`src/rtl/wom_write_arbiter_if.sv`:
```
// AHB-Lite write-side bus bundle for the write-only-memory arbiter.
// The master drives the address/data phase signals; the slave answers with ready/response.
interface wom_write_arbiter_if;
  logic        HSEL;
  logic [31:0] HADDR;
  logic [1:0]  HTRANS;
  logic        HWRITE;
  logic [31:0] HWDATA;
  logic        HREADY;
  logic        HREADYOUT;
  logic        HRESP;

  modport master (
    output HSEL, HADDR, HTRANS, HWRITE, HWDATA, HREADY,
    input  HREADYOUT, HRESP
  );

  modport slave (
    input  HSEL, HADDR, HTRANS, HWRITE, HWDATA, HREADY,
    output HREADYOUT, HRESP
  );
endinterface

```
`src/rtl/wom_write_arbiter.sv`:
```
// Merges zero-wait-state AHB-Lite writes with a background whole-memory fill engine
// onto one registered memory write port; AHB data phases always win a collision.
module wom_write_arbiter #(
  parameter int AW = 10,
  parameter int DW = 16
) (
  input  logic                  CLK,
  input  logic                  RST,
  wom_write_arbiter_if.slave    ahb,
  input  logic                  fill_start,
  input  logic                  fill_abort,
  input  logic [DW-1:0]         fill_value,
  output logic                  fill_busy,
  output logic                  fill_done,
  output logic [AW-1:0]         addr,
  output logic [DW-1:0]         data,
  output logic                  we
);

  typedef enum logic [1:0] {
    IDLE = 2'd0,
    FILL = 2'd1,
    DONE = 2'd2
  } state_t;

  state_t          state_q;
  logic            dphase_q;
  logic [AW-1:0]   idx_q;
  logic [AW-1:0]   cnt_q;
  logic [DW-1:0]   pat_q;
  logic [AW-1:0]   addr_q;
  logic [DW-1:0]   data_q;
  logic            we_q;
  logic            busy_q;
  logic            done_q;
  logic            accept_s;
  logic            unused_bits;

  assign accept_s = ahb.HSEL & ahb.HREADY & ahb.HTRANS[1] & ahb.HWRITE;

  // Address bits outside the word index and data bits above DW are intentionally ignored.
  assign unused_bits = ^{ahb.HADDR[31:AW+2], ahb.HADDR[1:0], ahb.HTRANS[0], ahb.HWDATA[31:DW]};

  assign ahb.HREADYOUT = 1'b1;
  assign ahb.HRESP     = 1'b0;

  assign addr      = addr_q;
  assign data      = data_q;
  assign we        = we_q;
  assign fill_busy = busy_q;
  assign fill_done = done_q;

  // AHB pipeline, fill FSM and the registered write port, all in one sequential block.
  always_ff @(posedge CLK or posedge RST) begin
    if (RST) begin
      state_q  <= IDLE;
      dphase_q <= 1'b0;
      idx_q    <= {AW{1'b0}};
      cnt_q    <= {AW{1'b0}};
      pat_q    <= {DW{1'b0}};
      addr_q   <= {AW{1'b0}};
      data_q   <= {DW{1'b0}};
      we_q     <= 1'b0;
      busy_q   <= 1'b0;
      done_q   <= 1'b0;
    end else begin
      dphase_q <= accept_s;
      if (accept_s) begin
        idx_q <= ahb.HADDR[AW+1:2];
      end
      we_q   <= 1'b0;
      done_q <= 1'b0;

      if (dphase_q) begin
        addr_q <= idx_q;
        data_q <= ahb.HWDATA[DW-1:0];
        we_q   <= 1'b1;
      end

      case (state_q)
        IDLE: begin
          // A coincident abort is meaningless in IDLE, so start takes effect.
          if (fill_start) begin
            pat_q   <= fill_value;
            cnt_q   <= {AW{1'b0}};
            busy_q  <= 1'b1;
            state_q <= FILL;
          end
        end
        FILL: begin
          if (fill_abort) begin
            busy_q  <= 1'b0;
            state_q <= IDLE;
          end else if (!dphase_q) begin
            addr_q <= cnt_q;
            data_q <= pat_q;
            we_q   <= 1'b1;
            cnt_q  <= cnt_q + {{(AW-1){1'b0}}, 1'b1};
            if (&cnt_q) begin
              done_q  <= 1'b1;
              state_q <= DONE;
            end
          end
        end
        DONE: begin
          busy_q  <= 1'b0;
          state_q <= IDLE;
        end
        default: begin
          busy_q  <= 1'b0;
          state_q <= IDLE;
        end
      endcase
    end
  end

endmodule

```
`src/flat_wrapper.sv`:
```
// flat-port wrapper written by rule: the top's interface ports become plain ports
module wom_write_arbiter_flat 
#(
  parameter int AW = 10,
  parameter int DW = 16
)
  (CLK, RST, fill_start, fill_abort, fill_value, fill_busy, fill_done, addr, data, we, ahb_HSEL, ahb_HADDR, ahb_HTRANS, ahb_HWRITE, ahb_HWDATA, ahb_HREADY, ahb_HREADYOUT, ahb_HRESP);
  wom_write_arbiter_if ahb_i ();
  input  logic CLK;
  input  logic RST;
  input  logic fill_start;
  input  logic fill_abort;
  input  logic [DW-1:0] fill_value;
  output logic fill_busy;
  output logic fill_done;
  output logic [AW-1:0] addr;
  output logic [DW-1:0] data;
  output logic we;
  input wire logic [$bits(ahb_i.HSEL)-1:0] ahb_HSEL;
  input wire logic [$bits(ahb_i.HADDR)-1:0] ahb_HADDR;
  input wire logic [$bits(ahb_i.HTRANS)-1:0] ahb_HTRANS;
  input wire logic [$bits(ahb_i.HWRITE)-1:0] ahb_HWRITE;
  input wire logic [$bits(ahb_i.HWDATA)-1:0] ahb_HWDATA;
  input wire logic [$bits(ahb_i.HREADY)-1:0] ahb_HREADY;
  output wire logic [$bits(ahb_i.HREADYOUT)-1:0] ahb_HREADYOUT;
  output wire logic [$bits(ahb_i.HRESP)-1:0] ahb_HRESP;
  assign ahb_i.HSEL = ahb_HSEL;
  assign ahb_i.HADDR = ahb_HADDR;
  assign ahb_i.HTRANS = ahb_HTRANS;
  assign ahb_i.HWRITE = ahb_HWRITE;
  assign ahb_i.HWDATA = ahb_HWDATA;
  assign ahb_i.HREADY = ahb_HREADY;
  assign ahb_HREADYOUT = ahb_i.HREADYOUT;
  assign ahb_HRESP = ahb_i.HRESP;
  wom_write_arbiter #(.AW(AW), .DW(DW)) u_core (.CLK(CLK), .RST(RST), .ahb(ahb_i), .fill_start(fill_start), .fill_abort(fill_abort), .fill_value(fill_value), .fill_busy(fill_busy), .fill_done(fill_done), .addr(addr), .data(data), .we(we));
endmodule
```
`config.mk`:
```
export PLATFORM = sky130hd
export DESIGN_NAME = wom_write_arbiter_flat
export DESIGN_NICKNAME = d
export VERILOG_FILES = /design/src/rtl/wom_write_arbiter_if.sv /design/src/rtl/wom_write_arbiter.sv /design/src/flat_wrapper.sv
export SDC_FILE = /design/constraint.sdc
export NUM_CORES = 1
export LEC_CHECK = 0
export CAP_MARGIN = 40
export CORE_AREA = 2 2 105 81
export DETAILED_ROUTE_END_ITERATION = 8
export DIE_AREA = 0 0 107 83
export PLACE_DENSITY = 0.75
export SETUP_SLACK_MARGIN = 0.5
export SYNTH_ARGS = -nofsm -noshare
export SYNTH_HDL_FRONTEND = slang
export SYNTH_SLANG_ARGS = --single-unit
```
`constraint.sdc`:
```
create_clock -name CLK -period 2.4 [get_ports CLK]
set_clock_uncertainty 0.1 [all_clocks]
set_input_delay 0.48 -clock CLK [delete_from_list [all_inputs] [get_ports CLK]]
set_output_delay 0.48 -clock CLK [all_outputs]
set_load 0.02 [all_outputs]
```
==> metrics.md, run 1 <==
| Metric | Value |
|---|---|
| Status | `complete, no violations` |
| Final #Nets | `between 400 and 500` |
| Die H | `83 µm` |
| Fin crit share | `0.743` |
| Dominant cell type by area after synthesis | `dfrtp_1` |
| Synth cell count leaders | `107 x nand2_1, 68 x dfrtp_1, 27 x o21ai_0, 26 x mux2i_1, 10 x clkbuf_1` |
| # setup viols final | `0` |
| Clock Latency Late Sink | `340 ps` |
| Crit-path max FO | `4` |
| Final Util | `0.525` |
| GRT Overall Usage | `0.163` |
| Setup TNS | `0 ps` |
| Post-synth EDFFs | `0` |
| Place WS | `214 ps` |
| Synthesized cell area | `2990 µm²` |
| H-Tree Depth | `3` |
| Syn Inst Count | `304` |
| Hold/Removal Path Class | `reg -> reg` |
| DRC | `0` |
| Congestion Overflow GR | `0` |
| Power per cell area | `between 800 and 900 nW/µm²` |
| Via density | `4.66` |
| Clock Path Buffers | `2` |
| Mapped Avg Cell Area | `9.84 µm²` |
| Sw frac | `0.320` |
| Detailed-route via count | `2310` |
| Most frequent cell after synthesis | `nand2_1` |
| Post CTS Setup Buffer Count | `0` |
| Dominant cells by area after synthesis | `dfrtp_1 57%, nand2_1 13%, mux2i_1 8.7%` |
| Yosys cell types | `35` |
| Final min period | `approximately 1800 ps` |
| Unrepaired setup endpoints after global routing | `no` |
| Detailed placement HPWL | `roughly 4600 µm` |
| First-pass GRT wire length | `11300 µm` |
| Leading register cell type out of synthesis | `dfrtp_1` |
| Sink Count | `68` |
| Vias in the first global route | `roughly 2400` |
| Logic pwr share | `0.252` |
| CTS root buf | `clkbuf_8` |
| Post-Syn Nets | `roughly 390` |
| Core Rows | `28` |
| IO buf count | `78` |
| Initial antenna violation count | `0` |
| Max-slew violation count | `0` |
| Sequential Area | `1700 µm²` |
| Worst setup SP type | `input pin` |
| Crit-path cells | `clkdlybuf4s50_1 > or3b_2 > a211oi_1 > a21oi_1 > o2bb2ai_1` |
| Post-DP Area | `3910 µm²` |
| Fmax | `561 MHz` |
| Die area | `8880 µm²` |
| Multi-input gate area | `~1200 µm²` |
| Ant diodes | `0` |
| CP arrival | `1940 ps` |
| Sequential group share of total power | `0.463` |
| Area share of the leading cell type in the synthesized netlist | `0.569` |
| Die Width | `107 µm` |
| Drt total wl | `6580 µm` |
| Setup ws final | `~600 ps` |
| Pin count of the biggest net entering global routing | `69` |
| Leak | `2.00 nW` |
| Syn. warnings | `0` |
| VDD IR max | `0.390 mV` |
| CP max-delay cell | `or3b_2` |
| Initial Util | `0.383` |
| IO Pins | `120` |
| RePlAce Congestion | `between 0.7 and 0.8` |
| Setup Crit Path Kind | `in -> reg` |
| Post-Place Cells | `480` |
| Critical Path RT | `2560 ps` |
| Non-Filler Instances | `just under 500` |
| Final hold violations | `0` |
| Register-to-register setup slack | `about 700 ps` |
| CP peak stage delay | `510 ps` |
| Synth Register Bits | `slightly below 70` |
| Fraction of registers with async set/reset | `1.00` |
| Power Internal | `between 2 and 2.5 mW` |
| Sequential share of the synthesized area | `0.569` |
| Share of cells above drive strength 1 | `0.0895` |
| Max Cap Viol | `0` |
| DR iter-0 viols | `72` |
| Number of routed nets with antenna violations | `0` |
| Total CTS buffers | `9` |
| Routed len/inst | `13.3 µm` |
| Post-route cell area | `roughly 4100 µm²` |
| TritonCTS clock tree | `built` |
| Crit path capture type | `flip-flop` |
| Switching pwr | `1.05 mW` |
| Pre-antenna DRT Iters | `4` |
| Clock power frac | `0.285` |
| Clock Pin Slew Worst Setup and Hold Paths | `about 70 ps` |
| # fillers | `roughly 700` |
| Core Region | `7810 µm²` |
| Layout area overhead | `37.2%` |
==> cells in the final DEF (no fill, tap or decap), drive strengths merged, types with 3 or more instances in the layout <==
| master | count |
|---|---|
| nand2 | 107 |
| dfrtp | 68 |
| clkdlybuf4s50 | 49 |
| o21ai | 30 |
| mux2i | 26 |
| dlygate4sd2 | 23 |
| buf | 12 |
| clkbuf | 9 |
| nor2 | 9 |
| a21oi | 6 |
| xor2 | 6 |
| dlymetal6s2s | 6 |
| nand2b | 5 |
| o211ai | 4 |
| clkinvlp | 3 |
| clkinv | 3 |
==> worst max-delay path: cells and delay by family <==
kind,cells,cell delay (ps)
AO/OA/AOI/OAI,3,450
AND/OR/NAND/NOR,1,510
buffers and inverters,1,500
==> cell type report <==
type | instances | share of cell area
Multi-Input combinational cell | 215 | 0.289
Inverter | 2 | 0.00274
Clock inverter | 7 | 0.0186
Sequential cell | 68 | 0.415
Clock buffer | 9 | 0.0302
Tap cell | 105 | 0.0320
Timing Repair Buffer | 90 | 0.213
==> per-layer routing <==
| layer | wire, µm | track usage | part of all wire | up-vias |
|---|---|---|---|---|
| met5 | 0 | 0 | 0 | - |
| met4 | 78 | 0.0413 | 0.012 | 0 |
| met3 | 366 | 0.0651 | 0.056 | 10 |
| met2 | 2920 | 0.252 | 0.44 | 61 |
| met1 | 3220 | 0.216 | 0.49 | 1077 |
| li1 | - | - | - | 1162 |
==> stage by stage <==
stage	power, mW	hold slack (ps)
finish	3.29	379
global route	3.52	411
CTS	3.35	382
detailed placement	2.46	363
global placement	2.43	358
floorplan	2.00	344
==> cell families (layout without fill, tap and decap cells) <==
| family | count (synthesis) | after routing | share of synthesized area |
|---|---|---|---|
| DFF | 68 | 68 | 0.569 |
| other | 2 | 2 | 0.00251 |
| buffers and inverters | 21 | 108 | 0.0368 |
| muxes | 26 | 26 | 0.0870 |
| adders and majority gates | 1 | 1 | 0.00418 |
| xor gates and xnor gates | 6 | 6 | 0.0176 |
| and+or+nand+nor | 135 | 135 | 0.197 |
| AOI/OAI and AO/OA | 45 | 45 | 0.0858 |
==> sequential cells by signal, summed over array words and instances, names as in the netlist <==
name              flops
u_core.pat_q         16
u_core.addr          10
u_core.data          16
u_core.cnt_q         10
u_core.idx_q         10
u_core.we             1
u_core.fill_done      1
u_core.fill_busy      1
u_core.dphase_q       1
u_core.state_q        2
==> power by group through the flow <==
stage | registers (mW) | clock network, mW | logic (mW)
final | 1.52 | 0.939 | 0.828
after global routing | 1.56 | 1.05 | 0.913
after CTS | 1.53 | 0.982 | 0.844
after detailed placement | 1.55 | 0 | 0.914
after global placement | 1.54 | 0 | 0.897
after floorplan | 1.67 | 0 | 0.333
==> path summary, 6_finish.rpt <==
| path | from | to | cells after the start |
|---|---|---|---|
| setup / recovery | fill_start | u_core.cnt_q[0] | 5 |
| hold / removal | u_core.idx_q[6] | u_core.idx_q[6] | 2 |
| setup reg to reg | u_core.state_q[1] | u_core.data[3] | 5 |
| hold reg to reg | u_core.idx_q[6] | u_core.idx_q[6] | 2 |
| max in group asynchronous | RST | u_core.cnt_q[2] | 3 |
| min in group asynchronous | RST | u_core.pat_q[13] | 3 |
==> what timing repair did <==
item,in CTS,in global routing
gates resized for setup,23,7
setup endpoints to repair,23,7
pin swaps,0,0
hold endpoints to repair,0,0
hold buffers,0,0
Power figures use the tool's default switching activity.
==> run 2: changes to the inputs <==
==> constraint.sdc (replaced) <==
create_clock -name CLK -period 1.55 [get_ports CLK]
set_clock_uncertainty 0.1 [all_clocks]
set_input_delay 0.31 -clock CLK [delete_from_list [all_inputs] [get_ports CLK]]
set_output_delay 0.31 -clock CLK [all_outputs]
set_load 0.02 [all_outputs]
==> run 2 against run 1 <==
Effect of this change: the flow now finishes with violations (setup timing); final cell count grew 10%; hold slack lost 91 ps; utilization grew 9.8 points; sequential power grew 59%; global-route usage grew 3.7 points; via count grew 15%; critical endpoint is now u_core.data[10]; register-to-register slack lost 800 ps; die area is the same; clock power grew 54%; sequential share of layout area shrank 6.4 points.
==> metrics.md, run 2 (synthesis gave the netlist of run 1 again) <==
| Metric | Value |
|---|---|
| Status | `finished, violations left (was complete, no violations)` |
| Violated checks | `setup timing` |
| Pre-antenna DRT Iters | `4 (unchanged)` |
| Clock Latency Late Sink | `350 ps (was 340 ps)` |
| Crit-path cells | `nand2b_4 > nor2_4 > buf_4 > buf_6 > buf_6 > mux2i_1 > o21ai_1 (was clkdlybuf4s50_1 > or3b_2 > a211oi_1 > a21oi_1 > o2bb2ai_1)` |
| Most frequent cells in the layout | `90 x nand2_1, 64 x dfrtp_1, 44 x clkdlybuf4s50_1, 42 x buf_4, 39 x buf_6 (was 107 x nand2_1, 68 x dfrtp_1, 49 x clkdlybuf4s50_1, 27 x o21ai_0, 26 x mux2i_1)` |
| Initial Util | `0.383 (unchanged)` |
| Initial antenna violation count | `0 (unchanged)` |
| Final #Nets | `528 (was 476)` |
| Power per cell area | `1200 nW/µm² (was 802 nW/µm²)` |
| DR iter-0 viols | `145 (was 72)` |
| Clock Pin Slew Worst Setup and Hold Paths | `70 ps (about the same)` |
| Switching pwr | `1.82 mW (was 1.05 mW)` |
| Core Rows | `28 (unchanged)` |
| Final hold violations | `0 (unchanged)` |
| Worst hold margin | `287 ps (was 379 ps)` |
| Vias in the first global route | `2719 (was 2429)` |
| Die Width | `107 µm (unchanged)` |
| Layout area overhead | `62.9% (was 37.2%)` |
| IO buf count | `78 (unchanged)` |
| Busiest grt layer | `met2 (unchanged)` |
| Setup Crit Path Kind | `reg -> reg (was in -> reg)` |
| Setup ws final | `-75.3 ps (was 617 ps)` |
| CTS root buf | `clkbuf_8 (unchanged)` |
| Detailed-route via count | `2662 (was 2310)` |
| Congestion Overflow GR | `0 (unchanged)` |
| Unrepaired setup endpoints after global routing | `yes (was no)` |
| CP peak stage delay | `460 ps (was 510 ps)` |
| Drt total wl | `8640 µm (was 6580 µm)` |
| Clock power frac | `0.249 (was 0.285)` |
| Crit path capture type | `flip-flop (unchanged)` |
| # fillers | `652 (was 702)` |
| Share of cells above drive strength 1 | `0.341 (was 0.0895)` |
| Fmax | `615 MHz` |
| Met2 Use GR | `0.320 (was 0.252)` |
| RePlAce Congestion | `0.777 (was 0.731)` |
| Most common cell on crit path | `buf_6` |
| Detailed placement HPWL | `4980 µm (was 4610 µm)` |
| Post-route cell area | `4870 µm² (was 4100 µm²)` |
| Hold/Removal Path Class | `in -> async (was reg -> reg)` |
| Max-slew violation count | `0 (unchanged)` |
| Met3 global-route usage | `0.0714 (was 0.0651)` |
| Most common cell after layout, fill and taps aside | `nand2_1 (unchanged)` |
| First-pass GRT wire length | `13700 µm (was 11300 µm)` |
| Non-Filler Instances | `548 (was 496)` |
| Routed len/inst | `15.8 µm (was 13.3 µm)` |
| IO Pins | `120 (unchanged)` |
| Via density | `4.86 (was 4.66)` |
| Worst setup SP type | `flip-flop (was input pin)` |
| Post-Place Cells | `488 (was 480)` |
| TritonCTS clock tree | `built (unchanged)` |
| # setup viols final | `22 (was 0)` |
| Pin count of the biggest net entering global routing | `41 (was 69)` |
| Sink Count | `68 (unchanged)` |
| DRC | `0 (unchanged)` |
| Leak | `2.27 nW (was 2.00 nW)` |
| Total CTS buffers | `9 (unchanged)` |
| Worst reg2reg path depth | `7 (was 5)` |
| Met1 GRT Util | `0.267 (was 0.216)` |
| Fin crit share | `1.05` |
| Number of routed nets with antenna violations | `0 (unchanged)` |
| Sw frac | `0.311 (was 0.320)` |
| VDD IR max | `0.649 mV (was 0.390 mV)` |
| Ant diodes | `0 (unchanged)` |
| GRT Overall Usage | `0.200 (was 0.163)` |
| Place WS | `-372 ps (was 214 ps)` |
| Post-DP Area | `4020 µm² (was 3910 µm²)` |
| CP arrival | `1760 ps (was 1940 ps)` |
| Die area | `8880 µm² (unchanged)` |
| RR Endpoint | `u_core.data[10] (was u_core.data[3])` |
| CP max-delay cell | `dfrtp_2 (was or3b_2)` |
| Clock Path Buffers | `2 (unchanged)` |
| Register-to-register setup slack | `-80 ps (was 720 ps)` |
| Die H | `83 µm (unchanged)` |
| Max Cap Viol | `0 (unchanged)` |
| Final min period | `around 1600 ps` |
| Worst R2R Start | `u_core.state_q[1] (unchanged)` |
| Critical Path RT | `1680 ps (was 2560 ps)` |
| Sequential group share of total power | `0.413 (was 0.463)` |
| Core Region | `7810 µm² (unchanged)` |
| Logic pwr share | `0.338 (was 0.252)` |
| H-Tree Depth | `3 (unchanged)` |
| Power Internal | `4.02 mW (was 2.24 mW)` |
| Crit-path max FO | `5 (was 4)` |
-- run 2: power groups by stage --
stage	Combinational (mW)	Clock, mW	Sequential (mW)
5_1_grt	2.13	1.59	2.45
6_report	1.98	1.45	2.41
3_5_place_dp	1.50	0	2.39
4_1_cts	1.85	1.49	2.40
2_1_floorplan	0.572	0	2.59
3_3_place_gp	1.46	0	2.37
-- run 2: cell type report --
class | count | area, µm² | area share
Clock buffer | 12 | 145 | 0.0298
Sequential cell | 68 | 1710 | 0.350
Inverter | 2 | 11.3 | 0.00231
Clock inverter | 4 | 50.0 | 0.0103
Timing Repair Buffer | 142 | 1500 | 0.308
Tap cell | 105 | 131 | 0.0270
Multi-Input combinational cell | 215 | 1330 | 0.272
-- run 2: what timing repair did --
| item | in CTS | in global routing |
|---|---|---|
| pin swaps | 26 | 7 |
| hold buffers | 0 | 0 |
| buffers inserted | 26 | 12 |
| resized for setup | 223 | 10 |
| setup endpoints to repair | 96 | 85 |
| gates cloned | 5 | 1 |
-- run 2: worst max-delay path, delay by kind of cell (launching register included) --
kind	cells	cell delay, ps
AOI/OAI and AO/OA	1	80
and+or+nand+nor	2	320
muxes	1	210
buffers and inverters	3	350
DFF	1	460
-- run 2: worst max path at each step --
stage,from,end,slack (ps),cells after the start
after CTS,u_core.dphase_q,u_core.cnt_q[7],-40,4
after floorplan,u_core.dphase_q,u_core.cnt_q[7],5,4
final,u_core.state_q[1],u_core.data[10],-80,7
after detailed placement,fill_abort,u_core.cnt_q[7],-370,5
after global routing,u_core.state_q[1],u_core.data[2],-140,7
after global placement,fill_abort,u_core.cnt_q[7],-330,5
-- run 2: per-layer routing --
layer | vias up | wire, µm
met5 | - | 0
met4 | 0 | 92
met3 | 9 | 598
met2 | 86 | 4210
met1 | 1291 | 3740
li1 | 1276 | -
-- run 2: stage by stage --
stage / utilization / power, mW / TNS [ps]
2_1_floorplan: - / 3.16 / 0
3_3_place_gp: 0.515 / 3.84 / -13200
3_5_place_dp: 0.515 / 3.89 / -13630
4_1_cts: 0.603 / 5.74 / -219
5_1_grt: 0.624 / 6.17 / -2600
6_report: 0.624 / 5.84 / -1010
